**config.mk**
```make
export PLATFORM = sky130hd
export DESIGN_NAME = bp_resolve_update_flat
export DESIGN_NICKNAME = d
export VERILOG_FILES = /design/src/rtl/bp_resolve_update_if.sv /design/src/rtl/bp_resolve_update.sv /design/src/flat_wrapper.sv
export SDC_FILE = /design/constraint.sdc
export NUM_CORES = 1
export LEC_CHECK = 0
export CAP_MARGIN = 20
export CORE_UTILIZATION = 32
export CTS_CLUSTER_DIAMETER = 30
export DETAILED_ROUTE_END_ITERATION = 12
export PLACE_DENSITY = 0.64
export SLEW_MARGIN = 20
export SYNTH_ARGS = -nofsm -noshare
export SYNTH_HDL_FRONTEND = slang
export SYNTH_SLANG_ARGS = --single-unit
export TNS_END_PERCENT = 30
```
**constraint.sdc**
```tcl
create_clock -name clk -period 4.08 [get_ports clk]
set_input_delay 0.408 -clock clk [delete_from_list [all_inputs] [get_ports clk]]
set_output_delay 0.408 -clock clk [all_outputs]
set_load 0.05 [all_outputs]
```
**src/rtl/bp_resolve_update_if.sv**
```systemverilog
// Resolve / PHT / GHR-repair signal bundle for the gshare predictor update block.
// The slave view belongs to the update block, the master view to execute and the PHT RAM.
interface bp_resolve_update_if #(
   parameter int GHR_W     = 14,
   parameter int PHT_IDX_W = 12,
   parameter int CNT_W     = 16
);
   logic                 res_valid;
   logic                 res_ready;
   logic [31:0]          res_pc;
   logic                 res_taken;
   logic                 res_pred_taken;
   logic [GHR_W-1:0]     res_ghr;
   logic                 pht_rd_en;
   logic [PHT_IDX_W-1:0] pht_rd_idx;
   logic [1:0]           pht_rd_data;
   logic                 pht_wr_en;
   logic [PHT_IDX_W-1:0] pht_wr_idx;
   logic [1:0]           pht_wr_data;
   logic                 ghr_repair_valid;
   logic [GHR_W-1:0]     ghr_repair_value;
   logic                 busy;
   logic [CNT_W-1:0]     branch_cnt;
   logic [CNT_W-1:0]     mispred_cnt;

   modport slave (
      input  res_valid, res_pc, res_taken, res_pred_taken, res_ghr, pht_rd_data,
      output res_ready, pht_rd_en, pht_rd_idx, pht_wr_en, pht_wr_idx, pht_wr_data,
             ghr_repair_valid, ghr_repair_value, busy, branch_cnt, mispred_cnt
   );

   modport master (
      output res_valid, res_pc, res_taken, res_pred_taken, res_ghr, pht_rd_data,
      input  res_ready, pht_rd_en, pht_rd_idx, pht_wr_en, pht_wr_idx, pht_wr_data,
             ghr_repair_valid, ghr_repair_value, busy, branch_cnt, mispred_cnt
   );
endinterface

```
**src/rtl/bp_resolve_update.sv**
```systemverilog
// gshare update side: buffers resolved branches, does a two-cycle PHT read-modify-write per entry,
// and pulses a speculative-GHR repair on every accepted mispredict.
module bp_resolve_update #(
   parameter int GHR_W      = 14,
   parameter int PHT_IDX_W  = 12,
   parameter int FIFO_DEPTH = 4,
   parameter int CNT_W      = 16
) (
   input logic                clk,
   input logic                rst,
   bp_resolve_update_if.slave bus
);
   localparam int PTR_W = $clog2(FIFO_DEPTH);
   localparam int OCC_W = PTR_W + 1;
   localparam logic [OCC_W-1:0] OCC_FULL = OCC_W'(FIFO_DEPTH);
   localparam logic [OCC_W-1:0] OCC_ZERO = OCC_W'(0);
   localparam logic [OCC_W-1:0] OCC_ONE  = OCC_W'(1);
   localparam logic [PTR_W-1:0] PTR_ONE  = PTR_W'(1);
   localparam logic [CNT_W-1:0] CNT_ONE  = CNT_W'(1);
   localparam logic [CNT_W-1:0] CNT_MAX  = {CNT_W{1'b1}};

   localparam logic [1:0] ST_IDLE  = 2'd0;
   localparam logic [1:0] ST_READ  = 2'd1;
   localparam logic [1:0] ST_WRITE = 2'd2;

   function automatic logic [1:0] sat_inc(input logic [1:0] cnt);
      if (cnt == 2'b11) begin
         return 2'b11;
      end else begin
         return cnt + 2'b01;
      end
   endfunction

   function automatic logic [1:0] sat_dec(input logic [1:0] cnt);
      if (cnt == 2'b00) begin
         return 2'b00;
      end else begin
         return cnt - 2'b01;
      end
   endfunction

   logic [PHT_IDX_W-1:0] idx_mem   [FIFO_DEPTH];
   logic                 taken_mem [FIFO_DEPTH];

   logic [1:0]           state_r;
   logic [PTR_W-1:0]     wr_ptr_r;
   logic [PTR_W-1:0]     rd_ptr_r;
   logic [OCC_W-1:0]     occ_r;
   logic [PHT_IDX_W-1:0] cur_idx_r;
   logic                 cur_taken_r;
   logic                 res_ready_r;
   logic                 busy_r;
   logic                 rd_en_r;
   logic                 wr_en_r;
   logic [PHT_IDX_W-1:0] wr_idx_r;
   logic                 repair_valid_r;
   logic [GHR_W-1:0]     repair_value_r;
   logic [CNT_W-1:0]     branch_cnt_r;
   logic [CNT_W-1:0]     mispred_cnt_r;

   logic                 push_s;
   logic                 pop_s;
   logic                 empty_s;
   logic                 mispred_s;
   logic [PHT_IDX_W-1:0] new_idx_s;
   logic [1:0]           state_s;
   logic [OCC_W-1:0]     occ_s;
   logic [1:0]           wr_data_s;

   // Handshake, FIFO pop decision and mispredict detection.
   always_comb begin
      empty_s   = (occ_r == OCC_ZERO);
      push_s    = bus.res_valid & res_ready_r;
      mispred_s = push_s & (bus.res_taken != bus.res_pred_taken);
      new_idx_s = bus.res_pc[PHT_IDX_W+1:2] ^ bus.res_ghr[PHT_IDX_W-1:0];
      if (((state_r == ST_IDLE) || (state_r == ST_WRITE)) && !empty_s) begin
         pop_s = 1'b1;
      end else begin
         pop_s = 1'b0;
      end
   end

   // Next FSM state and next FIFO occupancy.
   always_comb begin
      state_s = ST_IDLE;
      case (state_r)
         ST_IDLE:  state_s = empty_s ? ST_IDLE : ST_READ;
         ST_READ:  state_s = ST_WRITE;
         ST_WRITE: state_s = empty_s ? ST_IDLE : ST_READ;
         default:  state_s = ST_IDLE;
      endcase
      occ_s = occ_r;
      case ({push_s, pop_s})
         2'b10:   occ_s = occ_r + OCC_ONE;
         2'b01:   occ_s = occ_r - OCC_ONE;
         default: occ_s = occ_r;
      endcase
   end

   // Write data comes straight off the sync RAM output in the WRITE cycle.
   always_comb begin
      if (wr_en_r) begin
         wr_data_s = cur_taken_r ? sat_inc(bus.pht_rd_data) : sat_dec(bus.pht_rd_data);
      end else begin
         wr_data_s = 2'b00;
      end
   end

   // FIFO storage; contents are only meaningful between the pointers.
   always_ff @(posedge clk) begin
      if (push_s) begin
         idx_mem[wr_ptr_r]   <= new_idx_s;
         taken_mem[wr_ptr_r] <= bus.res_taken;
      end
   end

   // FIFO pointers, FSM and registered PHT strobes.
   always_ff @(posedge clk or negedge rst) begin
      if (!rst) begin
         state_r     <= ST_IDLE;
         wr_ptr_r    <= '0;
         rd_ptr_r    <= '0;
         occ_r       <= '0;
         cur_idx_r   <= '0;
         cur_taken_r <= 1'b0;
         rd_en_r     <= 1'b0;
         wr_en_r     <= 1'b0;
         wr_idx_r    <= '0;
         res_ready_r <= 1'b0;
         busy_r      <= 1'b0;
      end else begin
         state_r     <= state_s;
         occ_r       <= occ_s;
         wr_ptr_r    <= push_s ? (wr_ptr_r + PTR_ONE) : wr_ptr_r;
         rd_ptr_r    <= pop_s ? (rd_ptr_r + PTR_ONE) : rd_ptr_r;
         cur_idx_r   <= pop_s ? idx_mem[rd_ptr_r] : cur_idx_r;
         cur_taken_r <= pop_s ? taken_mem[rd_ptr_r] : cur_taken_r;
         rd_en_r     <= (state_s == ST_READ);
         wr_en_r     <= (state_s == ST_WRITE);
         wr_idx_r    <= (state_r == ST_READ) ? cur_idx_r : wr_idx_r;
         res_ready_r <= (occ_s != OCC_FULL);
         busy_r      <= (occ_s != OCC_ZERO) || (state_s != ST_IDLE);
      end
   end

   // GHR repair pulse and saturating statistics.
   always_ff @(posedge clk or negedge rst) begin
      if (!rst) begin
         repair_valid_r <= 1'b0;
         repair_value_r <= '0;
         branch_cnt_r   <= '0;
         mispred_cnt_r  <= '0;
      end else begin
         repair_valid_r <= mispred_s;
         repair_value_r <= mispred_s ? {bus.res_ghr[GHR_W-2:0], bus.res_taken} : repair_value_r;
         if (push_s && (branch_cnt_r != CNT_MAX)) begin
            branch_cnt_r <= branch_cnt_r + CNT_ONE;
         end else begin
            branch_cnt_r <= branch_cnt_r;
         end
         if (mispred_s && (mispred_cnt_r != CNT_MAX)) begin
            mispred_cnt_r <= mispred_cnt_r + CNT_ONE;
         end else begin
            mispred_cnt_r <= mispred_cnt_r;
         end
      end
   end

   assign bus.res_ready        = res_ready_r;
   assign bus.busy             = busy_r;
   assign bus.pht_rd_en        = rd_en_r;
   assign bus.pht_rd_idx       = cur_idx_r;
   assign bus.pht_wr_en        = wr_en_r;
   assign bus.pht_wr_idx       = wr_idx_r;
   assign bus.pht_wr_data      = wr_data_s;
   assign bus.ghr_repair_valid = repair_valid_r;
   assign bus.ghr_repair_value = repair_value_r;
   assign bus.branch_cnt       = branch_cnt_r;
   assign bus.mispred_cnt      = mispred_cnt_r;
endmodule

```
**src/flat_wrapper.sv**
```systemverilog
// flat-port wrapper written by rule: the top's interface ports become plain ports
module bp_resolve_update_flat 
#(
   parameter int GHR_W      = 14,
   parameter int PHT_IDX_W  = 12,
   parameter int FIFO_DEPTH = 4,
   parameter int CNT_W      = 16
)
  (clk, rst, bus_res_valid, bus_res_pc, bus_res_taken, bus_res_pred_taken, bus_res_ghr, bus_pht_rd_data, bus_res_ready, bus_pht_rd_en, bus_pht_rd_idx, bus_pht_wr_en, bus_pht_wr_idx, bus_pht_wr_data, bus_ghr_repair_valid, bus_ghr_repair_value, bus_busy, bus_branch_cnt, bus_mispred_cnt);
  bp_resolve_update_if #(.GHR_W(GHR_W), .PHT_IDX_W(PHT_IDX_W), .CNT_W(CNT_W)) bus_i ();
  input logic clk;
  input logic rst;
  input wire logic [$bits(bus_i.res_valid)-1:0] bus_res_valid;
  input wire logic [$bits(bus_i.res_pc)-1:0] bus_res_pc;
  input wire logic [$bits(bus_i.res_taken)-1:0] bus_res_taken;
  input wire logic [$bits(bus_i.res_pred_taken)-1:0] bus_res_pred_taken;
  input wire logic [$bits(bus_i.res_ghr)-1:0] bus_res_ghr;
  input wire logic [$bits(bus_i.pht_rd_data)-1:0] bus_pht_rd_data;
  output wire logic [$bits(bus_i.res_ready)-1:0] bus_res_ready;
  output wire logic [$bits(bus_i.pht_rd_en)-1:0] bus_pht_rd_en;
  output wire logic [$bits(bus_i.pht_rd_idx)-1:0] bus_pht_rd_idx;
  output wire logic [$bits(bus_i.pht_wr_en)-1:0] bus_pht_wr_en;
  output wire logic [$bits(bus_i.pht_wr_idx)-1:0] bus_pht_wr_idx;
  output wire logic [$bits(bus_i.pht_wr_data)-1:0] bus_pht_wr_data;
  output wire logic [$bits(bus_i.ghr_repair_valid)-1:0] bus_ghr_repair_valid;
  output wire logic [$bits(bus_i.ghr_repair_value)-1:0] bus_ghr_repair_value;
  output wire logic [$bits(bus_i.busy)-1:0] bus_busy;
  output wire logic [$bits(bus_i.branch_cnt)-1:0] bus_branch_cnt;
  output wire logic [$bits(bus_i.mispred_cnt)-1:0] bus_mispred_cnt;
  assign bus_i.res_valid = bus_res_valid;
  assign bus_i.res_pc = bus_res_pc;
  assign bus_i.res_taken = bus_res_taken;
  assign bus_i.res_pred_taken = bus_res_pred_taken;
  assign bus_i.res_ghr = bus_res_ghr;
  assign bus_i.pht_rd_data = bus_pht_rd_data;
  assign bus_res_ready = bus_i.res_ready;
  assign bus_pht_rd_en = bus_i.pht_rd_en;
  assign bus_pht_rd_idx = bus_i.pht_rd_idx;
  assign bus_pht_wr_en = bus_i.pht_wr_en;
  assign bus_pht_wr_idx = bus_i.pht_wr_idx;
  assign bus_pht_wr_data = bus_i.pht_wr_data;
  assign bus_ghr_repair_valid = bus_i.ghr_repair_valid;
  assign bus_ghr_repair_value = bus_i.ghr_repair_value;
  assign bus_busy = bus_i.busy;
  assign bus_branch_cnt = bus_i.branch_cnt;
  assign bus_mispred_cnt = bus_i.mispred_cnt;
  bp_resolve_update #(.GHR_W(GHR_W), .PHT_IDX_W(PHT_IDX_W), .FIFO_DEPTH(FIFO_DEPTH), .CNT_W(CNT_W)) u_core (.clk(clk), .rst(rst), .bus(bus_i));
endmodule
```
==> flow_summary.json, run 1 <==
{
  "outcome": "finished, final reports clean",
  "placeableCoreArea_sq_um": 17200,
  "io_pins": 130,
  "die-width_um": 135,
  "cts_tree": "yes",
  "drt_wl_total_um": 11600,
  "clk_path_buf_depth": 2,
  "gp_congestion": 0.761,
  "synth_top_family_by_area": "multiplexers",
  "critPathKind": "input port to register",
  "drive_gt1_frac": 0.148,
  "h-tree-depth": 4,
  "powerDensity_nw_per_um2": 803,
  "synth-simple-area-share": 0.107,
  "fin_util": 0.437,
  "hold_buffers": 0,
  "hold_viol_final": 0,
  "period_share": 0.629,
  "antenna_found_initial": 0,
  "yosys-mux-area-fraction": 0.108,
  "wl_per_cell_um": 15.5,
  "place_ws_ps": 1060,
  "antenna_cells": 0,
  "synth-seq-cells": 136,
  "worstPathArrival_ps": 2840,
  "area_delta_synth_final_pct": 33.7,
  "place_hpwl_um": 8150,
  "grt-ovfl-total": 0,
  "routed_via_density": 4.64,
  "synthAdderAreaFrac": 0.0209,
  "synth_xor_area_frac": 0.0730,
  "layout.nets": 570,
  "post_cts_resized": 0,
  "cts.clk_slew.worst_paths_ps": 60,
  "track_usage": 0.138,
  "drv_cap": 0,
  "synth_compound_area_frac": 0.0235,
  "dieArea_sq_um": 18100,
  "fillers": 1510,
  "hold_path.class": "input port to async pin",
  "postCtsSetupBuffers": 0,
  "ir_drop_v": 0.000463,
  "cts_inserted_buffers": 17,
  "p_leak_nw": 3.03,
  "relSlewSlack": 0.405,
  "grt_pass1_vias": 3565,
  "setup_slack_ps": 1510,
  "timing.fmax_mhz": 390,
  "finClkSkew_ps": 4.76,
  "cp-end-kind": "register",
  "num_rows": 48,
  "dieHeight_um": 135,
  "dpl-instance-area_sq_um": 6950,
  "tns_ps": 0,
  "ant_nets": 0,
  "synth_cell_types": 42,
  "syn_area_per_cell_sq_um": 14.4,
  "synth_nets": 451,
  "stdcell_area_sq_um": 7530,
  "firstDrtPassIters": 4,
  "grt_max_degree": 54,
  "rsz0062_at_grt": "false",
  "setup_viol": 0,
  "crit_required_ps": 4360,
  "ys_seq_area_frac": 0.650,
  "yosys_warnings": 0,
  "cp_max_fo": 8,
  "synth_area_sq_um": 5640,
  "period_minus_slack_ps": 2570,
  "slew_viol_final": 0,
  "first_iter_violations": 153,
  "grt_pass1_wl_um": 18800,
  "synth_cells": 390,
  "drc": 0,
  "tightestPinTransition_ps": 892,
  "clk_latency_ps": 420,
  "start_kind": "input port",
  "io_buffers": 108,
  "clock_sinks": 136,
  "num_vias": 3466,
  "cts-root-buf": "clkbuf_16",
  "floorplan.initialDensity": 0.327
}
logic make-up (layout without fill, tap and decap cells):
family / count (synthesis) / after routing
and+or+nand+nor: 117 / 117
DFF: 136 / 136
adders and majority gates: 9 / 9
AOI/OAI and AO/OA: 20 / 20
muxes: 41 / 41
buffers and inverters: 20 / 152
xor gates and xnor gates: 47 / 47
where the power goes:
part / switching (mW) / leakage (nW) / internal (mW)
Clock: 0.562 / 0.280 / 0.924
Sequential: 0.317 / 1.52 / 1.84
Combinational: 1.46 / 1.24 / 0.948
Total: 2.34 / 3.03 / 3.71
worst max-delay path, stage by stage:
cell,delay [ps]
clkdlybuf4s50_1,510
and2_4,250
inv_6,80
ha_1,180
inv_1,60
fa_1,370
xor2_1,150
nor2_1,60
xor2_1,160
or4b_2,610
path summary, 6_finish.rpt:
kind / start / endpoint / slack (ps) / cells after the start
max: bus_res_valid / u_core.bus.busy$_DFF_PN0_ / 1510 / 10
min: rst / u_core.bus.ghr_repair_value[8]$_DFFE_PN0P_ / 20 / 1
max reg2reg: u_core.bus.res_ready$_DFF_PN0_ / u_core.bus.busy$_DFF_PN0_ / 1600 / 9
min reg2reg: u_core.bus.ghr_repair_value[6]$_DFFE_PN0P_ / u_core.bus.ghr_repair_value[6]$_DFFE_PN0P_ / 480 / 2
max in group asynchronous: rst / u_core.bus.ghr_repair_value[1]$_DFFE_PN0P_ / 3130 / 2
min in group clk: u_core.bus.ghr_repair_value[6]$_DFFE_PN0P_ / u_core.bus.ghr_repair_value[6]$_DFFE_PN0P_ / 480 / 2
cell type report:
cell class                 count  area, sq um  area share
inverter                       9         38.8     0.00515
sequential                   136         3660       0.486
clock inverter                13          128      0.0169
multi-input combinational    234         1870       0.248
clock buffer                  19          453      0.0601
timing repair buffer         111         1100       0.146
tap                          225          282      0.0374
per-layer routing:
metal | share of wire | track usage
met1 | 0.46 | 0.176
met2 | 0.48 | 0.217
met3 | 0.038 | 0.0424
met4 | 0.018 | 0.0568
met5 | 0 | 0
sequential cells by signal, indices dropped and copies added (netlist names):
name,flops
u_core.idx_mem,48
u_core.bus.pht_rd_idx,12
u_core.taken_mem,4
u_core.occ_r,3
u_core.rd_ptr_r,2
u_core.bus.mispred_cnt,16
u_core.bus.pht_wr_idx,12
u_core.bus.res_ready,1
u_core.wr_ptr_r,2
u_core.bus.busy,1
u_core.bus.pht_rd_en,1
u_core.bus.branch_cnt,16
u_core.bus.ghr_repair_valid,1
u_core.state_r,2
u_core.cur_taken_r,1
u_core.bus.ghr_repair_value,14
metrics by stage:
step,power (mW),hold slack (ps),cells
2_1_floorplan,3.80,112,390
3_3_place_gp,4.55,462,715
3_5_place_dp,4.62,462,715
4_1_cts,6.13,38.6,747
5_1_grt,6.37,66.4,747
6_report,6.05,23.0,747
Yosys cell counts:
master / instances / share of area
nand2b_1: 1 / 0.0011
o31ai_1: 2 / 0.0027
nor4_4: 1 / 0.0038
clkbuf_1: 4 / 0.0027
and3_1: 11 / 0.012
ha_1: 7 / 0.016
inv_6: 1 / 0.0016
xnor2_1: 19 / 0.030
o21ai_0: 2 / 0.0018
nand2_1: 59 / 0.039
fa_1: 1 / 0.0036
and2_0: 1 / 0.0011
buf_2: 5 / 0.0044
maj3_1: 1 / 0.0018
nand3_1: 8 / 0.0071
mux2_1: 1 / 0.0020
mux2i_1: 1 / 0.0018
a21boi_0: 3 / 0.0040
or2_0: 1 / 0.0011
mux4_2: 13 / 0.052
nand4b_1: 2 / 0.0031
a31oi_1: 2 / 0.0022
nand4_1: 10 / 0.011
dfrtp_1: 84 / 0.37
and4_1: 6 / 0.0093
and2_1: 3 / 0.0033
or4b_2: 1 / 0.0018
o31a_1: 1 / 0.0016
and4b_1: 1 / 0.0018
nor3_1: 1 / 0.00089
mux2_2: 26 / 0.052
xor2_1: 28 / 0.044
buf_1: 1 / 0.00067
a21oi_1: 6 / 0.0053
a211oi_1: 3 / 0.0040
nor4_1: 3 / 0.0033
buf_12: 1 / 0.0036
edfxtp_1: 52 / 0.28
and2_4: 1 / 0.0016
nor2_1: 7 / 0.0047
a2111o_1: 1 / 0.0020
inv_1: 8 / 0.0053
cells in the final DEF (no fill, tap or decap), types with 8 or more instances in the layout:
master | netlist | final
clkdlybuf4s50_1 | 0 | 107
dfrtp_1 | 84 | 84
nand2_1 | 59 | 59
edfxtp_1 | 52 | 52
xor2_1 | 28 | 28
mux2_2 | 26 | 26
xnor2_1 | 19 | 19
clkbuf_16 | 0 | 17
mux4_2 | 13 | 13
and3_1 | 11 | 11
nand4_1 | 10 | 10
inv_1 | 8 | 8
nand3_1 | 8 | 8
Power figures use the tool's default switching activity.
==> inputs of run 2 (changes only) <==
Settings changed: PLACE_DENSITY 0.64 to 0.66.
Clock period 4.08 ns to 2.2 ns, I/O delays scaled along.
==> flow_summary.json, run 2 (synthesis gave the netlist of run 1 again) <==
{
  "outcome": "finished, final reports clean",
  "min_to": "u_core.bus.ghr_repair_value[13]$_DFFE_PN0P_",
  "cts.clk_slew.worst_paths_ps": 60,
  "h-tree-depth": 4,
  "track_usage": 0.145,
  "drive_gt1_frac": 0.200,
  "timing.fmax_mhz": 469,
  "place_ws_ps": -268,
  "dieArea_sq_um": 18100,
  "cp-end-kind": "register",
  "place_hpwl_um": 8370,
  "fin_util": 0.452,
  "grt-ovfl-total": 0,
  "first_iter_violations": 157,
  "worstPathArrival_ps": 2420,
  "mostFrequentLayoutCells": "105 x clkdlybuf4s50_1, 83 x dfrtp_1, 59 x nand2_1, 52 x edfxtp_1, 28 x xor2_1",
  "cp_max_fo": 2,
  "clk_latency_ps": 420,
  "antenna_found_initial": 0,
  "period_minus_slack_ps": 2130,
  "io_pins": 130,
  "grt_pass1_vias": 3828,
  "dp_cells": 732,
  "powerDensity_nw_per_um2": 1520,
  "fin_total_pwr_mw": 11.8,
  "hold_path.class": "input port to register",
  "placeableCoreArea_sq_um": 17200,
  "antenna_cells": 0,
  "clock_sinks": 136,
  "r2r_end": "u_core.bus.busy$_DFF_PN0_",
  "reg2reg_slack_ps": 70,
  "io_buffers": 108,
  "firstDrtPassIters": 4,
  "dieHeight_um": 135,
  "whs_ps": 339,
  "ir_drop_v": 0.000866,
  "num_rows": 48,
  "final_common_cell": "clkdlybuf4s50_1",
  "crit-reg2reg-launch": "u_core.bus.res_ready$_DFF_PN0_",
  "regMostFlops": "u_core.idx_mem",
  "period_share": 0.969,
  "routed_via_density": 4.66,
  "area_delta_synth_final_pct": 38.2,
  "drc": 0,
  "ant_nets": 0,
  "reg2regPathDepth": 9,
  "final_cells": 770,
  "stdcell_area_sq_um": 7790,
  "start_kind": "register",
  "drv_cap": 0,
  "cts-root-buf": "clkbuf_16",
  "layout.nets": 593,
  "gp_congestion": 0.782,
  "crit_required_ps": 2490,
  "cts_inserted_buffers": 17,
  "critPathKind": "register to register",
  "cts_tree": "yes",
  "num_vias": 3586,
  "hold_viol_final": 0,
  "relSlewSlack": 0.605,
  "tightestPinTransition_ps": 593,
  "tns_ps": 0,
  "p_leak_nw": 3.17,
  "finClkSkew_ps": 4.14,
  "rsz0062_at_grt": "true",
  "wl_per_cell_um": 15.7,
  "dpl-instance-area_sq_um": 7110,
  "clk_path_buf_depth": 2,
  "setup_viol": 0,
  "die-width_um": 135,
  "grt_pass1_wl_um": 19800,
  "drt_wl_total_um": 12100,
  "slew_viol_final": 0,
  "largest_reg_flops": 48,
  "min-delay-start": "bus_res_ghr[12]",
  "setup_slack_ps": 69.1,
  "whs_path_depth": 3,
  "grt_max_degree": 44,
  "floorplan.initialDensity": 0.327
}
run 2: cell types whose count changed in the layout (fill, tap and decap cells not counted), sizes merged:
| cell | previous run | this run |
|---|---|---|
| buf | 4 | 28 |
| bufinv | 2 | 3 |
| clkdlybuf4s50 | 107 | 105 |
| clkinv | 7 | 5 |
| clkinvlp | 3 | 2 |
| dlygate4sd3 | 0 | 1 |
| inv | 10 | 12 |
run 2: worst max-delay path by stage:
stage,to,cells after the start,slack [ps],start
after CTS,u_core.bus.busy$_DFF_PN0_,8,8,u_core.bus.res_ready$_DFF_PN0_
after global placement,u_core.bus.busy$_DFF_PN0_,10,-200,bus_res_valid
after floorplan,u_core.bus.busy$_DFF_PN0_,10,-200,u_core.bus.res_ready$_DFF_PN0_
after global routing,u_core.bus.busy$_DFF_PN0_,9,-20,u_core.bus.res_ready$_DFF_PN0_
final,u_core.bus.busy$_DFF_PN0_,9,70,u_core.bus.res_ready$_DFF_PN0_
after detailed placement,u_core.bus.busy$_DFF_PN0_,9,-270,bus_res_valid
run 2: routing by layer:
| layer | global-route usage | share of wire |
|---|---|---|
| met2 | 0.237 | 0.49 |
| met4 | 0.0568 | 0.019 |
| met1 | 0.180 | 0.45 |
| met3 | 0.0447 | 0.041 |
| met5 | 0 | 0 |
run 2: worst max-delay path, stage by stage (launching register included):
cell,delay [ps]
dfrtp_2,400
and2_4,180
inv_8,50
ha_4,120
inv_2,40
fa_2,340
xor2_1,160
nor2_1,130
xor2_1,100
or4b_4,480
run 2: what timing repair did:
action | CTS | global route
cloned | 0 | 0
endpoints found under the hold margin | 42 | 0
endpoints found under the setup margin | 1 | 1
pin swaps | 2 | 4
gates resized for setup | 1 | 5
buffers inserted | 2 | 3
hold buffers | 1 | 0
run 2: cell type report:
| cell class | instances | area, sq um |
|---|---|---|
| well taps | 225 | 282 |
| fillers | 1502 | 9450 |
| inverters | 9 | 41.3 |
| clock inverters | 13 | 171 |
| multi-input cells | 234 | 1910 |
| flip-flops and latches | 136 | 3660 |
| clock buffers | 19 | 433 |
| repair buffers | 134 | 1280 |
run 2: report_power, final:
group	internal, mW	switching, mW	leakage (nW)	total [mW]
clock	1.80	1.09	0.289	2.89
combinational	2.06	2.95	1.36	5.01
sequential	3.41	0.490	1.52	3.90
total	7.27	4.53	3.17	11.8
==> inputs of run 3 (changes only) <==
Settings changed: CELL_PAD_IN_SITES_DETAIL_PLACEMENT from default to 0, CELL_PAD_IN_SITES_GLOBAL_PLACEMENT from default to 2, CORE_UTILIZATION 32 to 31, PLACE_DENSITY 0.66 to 0.85.
==> flow_summary.json, run 3 (synthesis gave the netlist of run 1 again) <==
{
  "drc": 0,
  "routed_via_density": 4.61,
  "area_delta_synth_final_pct": 38.2,
  "mostFrequentLayoutCells": "105 x clkdlybuf4s50_1, 83 x dfrtp_1, 59 x nand2_1, 52 x edfxtp_1, 28 x xor2_1",
  "tightestPinTransition_ps": 699,
  "drive_gt1_frac": 0.193,
  "num_vias": 3540,
  "fin_util": 0.444,
  "dieArea_sq_um": 18700,
  "grt-ovfl-total": 0,
  "drv_cap": 0,
  "stdcell_area_sq_um": 7790,
  "drt_wl_total_um": 11900,
  "io_buffers": 108,
  "gp_congestion": 0.765,
  "swShare": 0.380,
  "firstDrtPassIters": 4,
  "grt_max_degree": 47,
  "first_iter_violations": 149,
  "power_frac_seq": 0.332,
  "outcome": "finished, final reports clean",
  "ant_nets": 0,
  "floorplan.initialDensity": 0.321,
  "clk_latency_ps": 410,
  "worstPathArrival_ps": 2410,
  "place_hpwl_um": 8150,
  "tns_ps": 0,
  "ir_drop_v": 0.000905,
  "cp_cell_sequence": "and2_4, inv_8, ha_4, inv_2, fa_2, mux2i_1, nor2_1, or4b_4",
  "dieHeight_um": 137,
  "grt_pass1_vias": 3640,
  "setup_viol": 0,
  "finClkSkew_ps": 6.62,
  "intPower_mw": 7.32,
  "cts_tree": "yes",
  "cp-end-kind": "register",
  "period_share": 0.966,
  "cp_num_buf_inv": 2,
  "crit_required_ps": 2480,
  "fin_total_pwr_mw": 11.8,
  "track_usage": 0.137,
  "layout.nets": 591,
  "rsz0062_at_grt": "false",
  "clock_sinks": 136,
  "wl_per_cell_um": 15.5,
  "hold_viol_final": 0,
  "cts-root-buf": "clkbuf_16",
  "critPathKind": "register to register",
  "h-tree-depth": 4,
  "clk_path_buf_depth": 2,
  "slew_viol_final": 0,
  "cts.clk_slew.worst_paths_ps": 60,
  "placeableCoreArea_sq_um": 17500,
  "pwr-share-clk": 0.254,
  "pwr-share-comb": 0.414,
  "dpl-instance-area_sq_um": 7120,
  "critPathTopFamily": "simple AND/OR/NAND/NOR gates",
  "largest_reg_flops": 48,
  "final_common_cell": "clkdlybuf4s50_1",
  "hold_path.class": "input port to async pin",
  "regMostFlops": "u_core.idx_mem",
  "start_kind": "register",
  "relSlewSlack": 0.534,
  "die-width_um": 137,
  "num_rows": 48,
  "io_pins": 130,
  "critPathMaxStageDelay_ps": 500,
  "cp_max_fo": 2,
  "period_minus_slack_ps": 2120,
  "antenna_found_initial": 0,
  "p_leak_nw": 3.17,
  "antenna_cells": 0,
  "power_switching_mw": 4.50,
  "timing.fmax_mhz": 471,
  "cts_inserted_buffers": 17,
  "crit_slowest_cell": "fa_2",
  "whs_ps": 329,
  "powerDensity_nw_per_um2": 1520,
  "grt_pass1_wl_um": 19000
}
-- run 3: changes by cell type in the layout (fill, tap and decap cells not counted), sizes merged --
| cell | previous run | this run |
|---|---|---|
| bufinv | 3 | 4 |
| buf | 28 | 26 |
| clkbuf | 19 | 18 |
| clkinv | 5 | 3 |
| clkinvlp | 2 | 3 |
| inv | 12 | 13 |
-- run 3: final timing paths --
path                                                                  start                                           to  slack, ps  cells past startpoint
worst max-delay path                         u_core.bus.res_ready$_DFF_PN0_                    u_core.bus.busy$_DFF_PN0_         80                      8
worst min-delay path                                                    rst   u_core.bus.ghr_repair_value[5]$_DFFE_PN0P_        330                      2
worst max register to register               u_core.bus.res_ready$_DFF_PN0_                    u_core.bus.busy$_DFF_PN0_         80                      8
worst min register to register  u_core.bus.ghr_repair_value[11]$_DFFE_PN0P_  u_core.bus.ghr_repair_value[11]$_DFFE_PN0P_        470                      2
max in group asynchronous                                               rst               u_core.bus.res_ready$_DFF_PN0_       1200                      3
min in group clk                                            bus_res_ghr[12]  u_core.bus.ghr_repair_value[13]$_DFFE_PN0P_        350                      3
-- run 3: area by class of cell --
type | count | area, sq um
clock buffer | 18 | 429
sequential | 136 | 3660
inverter | 9 | 41.3
timing repair buffer | 132 | 1280
tap | 225 | 282
multi-input combinational | 234 | 1900
fill | 1583 | 9750
clock inverter | 14 | 195
-- run 3: metrics by stage --
| step | setup slack [ps] | instances |
|---|---|---|
| 2_1_floorplan | -201 | 390 |
| 3_3_place_gp | -193 | 732 |
| 3_5_place_dp | -246 | 732 |
| 4_1_cts | 12.9 | 767 |
| 5_1_grt | 7.70 | 768 |
| 6_report | 75.7 | 768 |
-- run 3: power groups by stage --
stage          Combinational (mW)  Sequential [mW]  Clock [mW]
2_1_floorplan                1.70             5.39           0
6_report                     4.89             3.93        3.00
3_5_place_dp                 4.83             3.98           0
4_1_cts                      4.91             3.94        3.06
3_3_place_gp                 4.76             3.94           0
5_1_grt                      5.20             4.03        3.18
-- run 3: what timing repair did --
| item | 4_1_cts | 5_1_grt |
|---|---|---|
| endpoints found under the setup margin | 1 | 1 |
| endpoints found under the hold margin | 38 | 0 |
| setup buffers | 2 | 1 |
| hold buffers | 1 | 0 |
| pin swaps | 1 | 6 |
| gates resized for setup | 0 | 2 |
-- run 3: metal layers --
layer,up-vias,global-route usage,part of all wire
li1,1685,-,-
met1,1770,0.174,0.46
met2,69,0.223,0.49
met3,16,0.0274,0.031
met4,0,0.0647,0.020
met5,-,0,0
-- run 3: worst reg2reg max path: stages, from the launching register on --
cell	delay [ps]
dfrtp_2	410
and2_4	180
inv_8	50
ha_4	120
inv_2	30
fa_2	510
mux2i_1	90
nor2_1	150
or4b_4	460
